`config.mk`:
```
export PLATFORM = sky130hd
export DESIGN_NAME = cpsr_stack_flat
export DESIGN_NICKNAME = d
export VERILOG_FILES = /design/src/rtl/cpsr_stack_if.sv /design/src/rtl/cpsr_stack.sv /design/src/flat_wrapper.sv
export SDC_FILE = /design/constraint.sdc
export NUM_CORES = 1
export LEC_CHECK = 0
export ABC_AREA = 1
export CAP_MARGIN = 20
export CELL_PAD_IN_SITES_DETAIL_PLACEMENT = 0
export CELL_PAD_IN_SITES_GLOBAL_PLACEMENT = 1
export CORE_ASPECT_RATIO = 0.9
export CORE_MARGIN = 10
export CORE_UTILIZATION = 38
export DETAILED_ROUTE_END_ITERATION = 8
export HOLD_SLACK_MARGIN = 0.03
export PLACE_DENSITY = 0.8
export SYNTH_ARGS = -nofsm -noshare
export SYNTH_HDL_FRONTEND = slang
export SYNTH_SLANG_ARGS = --single-unit
```
`constraint.sdc`:
```
create_clock -name clk -period 2.35 [get_ports clk]
set_clock_uncertainty 0.05 [all_clocks]
set_input_delay 0.47 -clock clk [delete_from_list [all_inputs] [get_ports clk]]
set_output_delay 0.47 -clock clk [all_outputs]
set_load 0.05 [all_outputs]
```
`src/rtl/cpsr_stack_if.sv`:
```
// Bus bundle for the condition-flag register: ALU flag writes, stack
// save/restore controls, and the branch-condition query with its result.
//
// Handshake: there is no backpressure anywhere on this bus. Every control
// input is a single-cycle strobe that the register always accepts. cond_valid
// qualifies cond; the matching result appears on take exactly one cycle later,
// qualified by take_valid. A strobe that cannot be honoured (push when full,
// pop when empty) is dropped and reported through the sticky ovf_err/unf_err
// flags.
interface cpsr_stack_if #(
  parameter int FLAG_W = 4,
  parameter int DEPTH  = 4
);
  localparam int DW = $clog2(DEPTH + 1);

  logic              update;
  logic [FLAG_W-1:0] flag_mask;
  logic [FLAG_W-1:0] flags_in;
  logic              push;
  logic              pop;
  logic              clr_err;
  logic [3:0]        cond;
  logic              cond_valid;
  logic [FLAG_W-1:0] flags_out;
  logic              take;
  logic              take_valid;
  logic [DW-1:0]     depth_cnt;
  logic              full;
  logic              empty;
  logic              ovf_err;
  logic              unf_err;

  modport master (
    output update, flag_mask, flags_in, push, pop, clr_err, cond, cond_valid,
    input  flags_out, take, take_valid, depth_cnt, full, empty, ovf_err, unf_err
  );

  modport slave (
    input  update, flag_mask, flags_in, push, pop, clr_err, cond, cond_valid,
    output flags_out, take, take_valid, depth_cnt, full, empty, ovf_err, unf_err
  );
endinterface

```
`src/rtl/cpsr_stack.sv`:
```
// Condition-flag register with masked update, a save/restore shadow stack
// for interrupt/call entry and exit, and a registered branch-condition
// evaluator. Flag bits: 0 = Z, 1 = V, 2 = N, 3 = C; higher bits are user
// flags that travel with the register but never affect take.
module cpsr_stack #(
  parameter int FLAG_W = 4,
  parameter int DEPTH  = 4,
  parameter bit FWD    = 1'b0
) (
  input  logic         clk,
  input  logic         reset,
  cpsr_stack_if.slave  bus
);
  localparam int DW = $clog2(DEPTH + 1);

  logic [FLAG_W-1:0] flags_q, flags_d;
  logic [FLAG_W-1:0] stack_q [DEPTH];
  logic [FLAG_W-1:0] stack_d [DEPTH];
  logic [DW-1:0]     depth_q, depth_d;
  logic              take_q, take_d;
  logic              take_valid_q, take_valid_d;
  logic              ovf_q, ovf_d;
  logic              unf_q, unf_d;

  logic              full_w, empty_w;
  logic              do_push, do_pop, do_swap;
  logic              ovf_ev, unf_ev;
  logic [DW-1:0]     top_idx;
  logic [FLAG_W-1:0] top_val;
  logic [FLAG_W-1:0] cond_src;

  // Evaluate a 4-bit condition code against {C, N, V, Z}.
  function automatic logic eval_cond(input logic [3:0] code, input logic [3:0] f);
    logic z, v, n, c;
    z = f[0];
    v = f[1];
    n = f[2];
    c = f[3];
    case (code)
      4'h0:    eval_cond = z;
      4'h1:    eval_cond = !z;
      4'h2:    eval_cond = c;
      4'h3:    eval_cond = !c;
      4'h4:    eval_cond = n;
      4'h5:    eval_cond = !n;
      4'h6:    eval_cond = v;
      4'h7:    eval_cond = !v;
      4'h8:    eval_cond = c & !z;
      4'h9:    eval_cond = !c | z;
      4'hA:    eval_cond = (n == v);
      4'hB:    eval_cond = (n != v);
      4'hC:    eval_cond = !z & (n == v);
      4'hD:    eval_cond = z | (n != v);
      4'hE:    eval_cond = 1'b1;
      default: eval_cond = 1'b0;
    endcase
  endfunction

  // Decode stack occupancy and classify this cycle's push/pop request.
  always_comb begin
    full_w  = (depth_q == DW'(DEPTH));
    empty_w = (depth_q == '0);
    top_idx = depth_q - DW'(1);
    // A swap needs something to swap with; it is legal even when full.
    do_swap = bus.push & bus.pop & !empty_w;
    do_push = bus.push & !bus.pop & !full_w;
    do_pop  = bus.pop & !bus.push & !empty_w;
    ovf_ev  = bus.push & !bus.pop & full_w;
    // Covers both a lone pop and a push+pop while empty.
    unf_ev  = bus.pop & empty_w;
    top_val = '0;
    for (int i = 0; i < DEPTH; i++) begin
      if (DW'(i) == top_idx) top_val = stack_q[i];
    end
  end

  // Next-state for flags, stack, occupancy, sticky errors and condition result.
  always_comb begin
    flags_d = flags_q;
    if (do_pop || do_swap) begin
      flags_d = top_val;
    end else if (bus.update) begin
      flags_d = (flags_q & ~bus.flag_mask) | (bus.flags_in & bus.flag_mask);
    end

    // The stacked copy is always the pre-edge flag value.
    for (int i = 0; i < DEPTH; i++) begin
      stack_d[i] = stack_q[i];
      if (do_push && (DW'(i) == depth_q)) stack_d[i] = flags_q;
      if (do_swap && (DW'(i) == top_idx)) stack_d[i] = flags_q;
    end

    depth_d = depth_q;
    if (do_push)     depth_d = depth_q + DW'(1);
    else if (do_pop) depth_d = depth_q - DW'(1);

    // New error events win over a coincident clear.
    ovf_d = (ovf_q & !bus.clr_err) | ovf_ev;
    unf_d = (unf_q & !bus.clr_err) | unf_ev;

    cond_src     = FWD ? flags_d : flags_q;
    take_valid_d = bus.cond_valid;
    take_d       = bus.cond_valid ? eval_cond(bus.cond, cond_src[3:0]) : take_q;
  end

  // State registers with asynchronous reset.
  always_ff @(posedge clk or posedge reset) begin
    if (reset) begin
      flags_q      <= '0;
      depth_q      <= '0;
      take_q       <= 1'b0;
      take_valid_q <= 1'b0;
      ovf_q        <= 1'b0;
      unf_q        <= 1'b0;
      for (int i = 0; i < DEPTH; i++) stack_q[i] <= '0;
    end else begin
      flags_q      <= flags_d;
      depth_q      <= depth_d;
      take_q       <= take_d;
      take_valid_q <= take_valid_d;
      ovf_q        <= ovf_d;
      unf_q        <= unf_d;
      for (int i = 0; i < DEPTH; i++) stack_q[i] <= stack_d[i];
    end
  end

  assign bus.flags_out  = flags_q;
  assign bus.take       = take_q;
  assign bus.take_valid = take_valid_q;
  assign bus.depth_cnt  = depth_q;
  assign bus.full       = full_w;
  assign bus.empty      = empty_w;
  assign bus.ovf_err    = ovf_q;
  assign bus.unf_err    = unf_q;
endmodule

```
`src/flat_wrapper.sv`:
```
// flat-port wrapper written by rule: the top's interface ports become plain ports
module cpsr_stack_flat 
#(
  parameter int FLAG_W = 4,
  parameter int DEPTH  = 4,
  parameter bit FWD    = 1'b0
)
  (clk, reset, bus_update, bus_flag_mask, bus_flags_in, bus_push, bus_pop, bus_clr_err, bus_cond, bus_cond_valid, bus_flags_out, bus_take, bus_take_valid, bus_depth_cnt, bus_full, bus_empty, bus_ovf_err, bus_unf_err);
  cpsr_stack_if #(.FLAG_W(FLAG_W), .DEPTH(DEPTH)) bus_i ();
  input  logic clk;
  input  logic reset;
  input wire logic [$bits(bus_i.update)-1:0] bus_update;
  input wire logic [$bits(bus_i.flag_mask)-1:0] bus_flag_mask;
  input wire logic [$bits(bus_i.flags_in)-1:0] bus_flags_in;
  input wire logic [$bits(bus_i.push)-1:0] bus_push;
  input wire logic [$bits(bus_i.pop)-1:0] bus_pop;
  input wire logic [$bits(bus_i.clr_err)-1:0] bus_clr_err;
  input wire logic [$bits(bus_i.cond)-1:0] bus_cond;
  input wire logic [$bits(bus_i.cond_valid)-1:0] bus_cond_valid;
  output wire logic [$bits(bus_i.flags_out)-1:0] bus_flags_out;
  output wire logic [$bits(bus_i.take)-1:0] bus_take;
  output wire logic [$bits(bus_i.take_valid)-1:0] bus_take_valid;
  output wire logic [$bits(bus_i.depth_cnt)-1:0] bus_depth_cnt;
  output wire logic [$bits(bus_i.full)-1:0] bus_full;
  output wire logic [$bits(bus_i.empty)-1:0] bus_empty;
  output wire logic [$bits(bus_i.ovf_err)-1:0] bus_ovf_err;
  output wire logic [$bits(bus_i.unf_err)-1:0] bus_unf_err;
  assign bus_i.update = bus_update;
  assign bus_i.flag_mask = bus_flag_mask;
  assign bus_i.flags_in = bus_flags_in;
  assign bus_i.push = bus_push;
  assign bus_i.pop = bus_pop;
  assign bus_i.clr_err = bus_clr_err;
  assign bus_i.cond = bus_cond;
  assign bus_i.cond_valid = bus_cond_valid;
  assign bus_flags_out = bus_i.flags_out;
  assign bus_take = bus_i.take;
  assign bus_take_valid = bus_i.take_valid;
  assign bus_depth_cnt = bus_i.depth_cnt;
  assign bus_full = bus_i.full;
  assign bus_empty = bus_i.empty;
  assign bus_ovf_err = bus_i.ovf_err;
  assign bus_unf_err = bus_i.unf_err;
  cpsr_stack #(.FLAG_W(FLAG_W), .DEPTH(DEPTH), .FWD(FWD)) u_core (.clk(clk), .reset(reset), .bus(bus_i));
endmodule
```
==> impl_metrics.py <==
metrics = {
    "synth": {
        "synth-simple-area-share_pct": 27.8,
        "synth_top_family_by_area": "simple AND/OR/NAND/NOR gates",
        "yosysTopAreaCell": "dfrtp_1",
        "synthMuxAreaShare_pct": 0,
        "synth_seq_cells": 27,
        "syn_nets": 247,
        "yosysSeqAreaShare_pct": 39.3,
        "yosysUniqueCellTypes": 26,
        "synth_area_per_cell_um2": 7.78,
        "syn_inst": 221,
        "yosysWarnings": 0,
        "synth_fa_ha_area_share_pct": 5.09,
        "synth_xor_area_share_pct": 0.509,
        "synth_area_leaders": "dfrtp_1 (39%), nand2_1 (9.4%), inv_1 (8.3%)",
        "synth-compound-area-share_pct": 17.8,
        "synth_top_area_share_pct": 39.3,
        "syn-cell-area_mm2": 0.00172,
    },
    "place": {
        "gp_congestion": 0.848,
        "port-buffer-count": 31,
        "dpl.hpwl_mm": 3.24,
        "place_inst": 314,
    },
    "grt": {
        "track_usage_pct": 11.1,
        "grt_pass1_wl_mm": 7.04,
        "grt-ovfl-total": 0,
        "antenna_found_initial": 0,
        "grt_max_degree": 28,
        "grt_pass1_vias": 1424,
    },
    "setup_path": {
        "critPathRequiredTime_ps": 1830,
        "cp_slowest_stage_delay_ps": 870,
        "crit_slowest_cell": "clkdlybuf4s50_1",
        "start_kind": "register",
        "critical_path_class": "reg2out",
        "path_max_fanout": 6,
        "worst-path-buf-inv": 1,
        "arrival_ps": 1700,
        "cp_top_family": "buffers and inverters",
        "crit_chain": "clkdlybuf4s50_1",
        "critPathCaptureType": "output pin",
    },
    "timing": {
        "fin_crit_sh_pct": 94.5,
        "timing.hold.ws_ps": 453,
        "final-setup-viol-count": 0,
        "worst_pin_slew_ps": 509,
        "clock.fmax_ghz": 0.450,
        "grt_setup_unrepaired": "no",
        "fin_setup_tns_ps": 0,
        "final_hold_viol_count": 0,
        "slew_viol_final": 0,
        "period_minus_slack_ps": 2220,
        "slew_headroom_pct": 66.0,
    },
    "die": {
        "coreArea_mm2": 0.00440,
        "placementRows": 23,
        "dieArea_mm2": 0.00762,
        "die_h_um": 83.8,
        "die-width_um": 90.9,
        "initial_core_util_pct": 39.0,
        "pin_count": 32,
    },
    "route": {
        "ant_nets": 0,
        "drt_iter0_drc": 52,
        "first_pass_iters": 4,
        "vias_per_cell": 4.62,
        "route.detailed.drc": 0,
        "drt-total-wl_mm": 4.08,
        "num_vias": 1468,
        "avgRoutedWirePerCell_um": 12.8,
    },
    "cts": {
        "hold_buffers": 0,
        "cts_root_buffer": "clkbuf_8",
        "clock_path_buffers": 2,
        "post_cts_buffers": 0,
        "clk_pin_slew_ps": 100,
        "htreeDepth": 1,
        "clock_latency_ps": 280,
        "cts_buffers": 3,
        "tritoncts": "done",
        "cts_resized": 0,
        "cts_sinks": 27,
    },
    "power_and_ir_drop": {
        "p_total_mw": 2.88,
        "p_per_area_mw_per_mm2": 1320,
        "peakVddDrop_mv": 0.649,
        "leakage_nw": 1.02,
    },
    "flow_run": {
        "cap_violations": 0,
    },
    "run_status": {
        "status": "completed",
    },
    "hold_path": {
        "min_path_type": "reg2reg",
    },
    "cells_and_area": {
        "drive_above_1_share_pct": 13.3,
        "multi_input_area_um2": 881,
        "n_fill_cell": 444,
        "area_growth_syn_to_layout_pct": 26.8,
        "final_cells": 318,
        "regArea_um2": 676,
        "num_antenna_cells": 0,
        "fin_nets": 283,
    },
}
-- cells in the mapped netlist --
cell type	number
a21oi_2	2
o21ai_0	14
nand3_2	1
inv_2	2
a311oi_1	4
o22ai_1	1
nand2_2	5
xor2_1	1
o31ai_4	2
dfrtp_1	27
nand3_1	21
nand2_4	3
a21oi_1	20
buf_1	1
nor2_8	1
inv_1	38
o21ai_1	2
clkinv_4	1
ha_1	7
o21ai_4	1
nor2_1	15
nand2_1	43
nor2_4	2
o21ai_2	1
or2_2	1
nor2_2	5
-- layout make-up --
class                           instances  area share [%]
Tap cell                               62            3.56
Clock inverter                          1           0.344
Sequential cell                        27            31.0
Timing Repair Buffer                   32            15.5
Inverter                               41            7.29
Clock buffer                            3            1.89
Multi-Input combinational cell        152            40.4
-- per-stage QoR --
stage	instance area, µm²	util, %	setup slack (ps)
6_report	2180	49.5	129
3_5_place_dp	2130	48.4	202
5_1_grt	2180	49.5	69.8
2_1_floorplan	1720	-	34.2
3_3_place_gp	2130	48.4	231
4_1_cts	2180	49.5	113
-- logic make-up after synthesis --
| kind of cell | Yosys count |
|---|---|
| AOI/OAI and AO/OA | 47 |
| xor gates and xnor gates | 1 |
| buffers and inverters | 42 |
| and+or+nand+nor | 97 |
| adders and majority gates | 7 |
| DFF | 27 |
-- worst paths after layout --
| check | from | to | slack [ps] | cells after the start |
|---|---|---|---|---|
| setup / recovery | u_core.bus.depth_cnt[2] | bus_depth_cnt[2] | 130 | 1 |
| hold / removal | u_core.bus.take | u_core.bus.take | 450 | 2 |
| setup reg to reg | u_core.bus.depth_cnt[0] | u_core.bus.depth_cnt[1] | 480 | 9 |
| hold reg to reg | u_core.bus.take | u_core.bus.take | 450 | 2 |
| max in group asynchronous | reset | async pin | 1490 | 3 |
| min in group asynchronous | reset | u_core.bus.unf_err | 490 | 3 |
-- power by group --
group | switching, mW | leakage, nW | internal, mW
Clock | 0.160 | 0.0217 | 0.121
Combinational | 1.13 | 0.684 | 0.607
Sequential | 0.180 | 0.318 | 0.682
-- layer usage --
layer	GRT usage [%]	part of all wire (%)	vias to the layer above
met4	3.13	1.2	0
li1	-	-	784
met5	0	0	-
met2	17.4	45	26
met3	2.61	3.5	5
met1	14.7	50	653
-- placed cells by master, fill, tap and decap left out, types with 3 or more instances in the layout --
| master | instances |
|---|---|
| nand3_1 | 21 |
| clkbuf_8 | 3 |
| nor2_2 | 5 |
| nand2_4 | 3 |
| nand2_2 | 5 |
| a21oi_1 | 20 |
| a311oi_1 | 4 |
| ha_1 | 7 |
| o21ai_0 | 14 |
| inv_1 | 38 |
| dfrtp_1 | 27 |
| nor2_1 | 15 |
| nand2_1 | 43 |
| clkdlybuf4s50_1 | 29 |
Note: power is estimated with default switching activity, not from simulation.
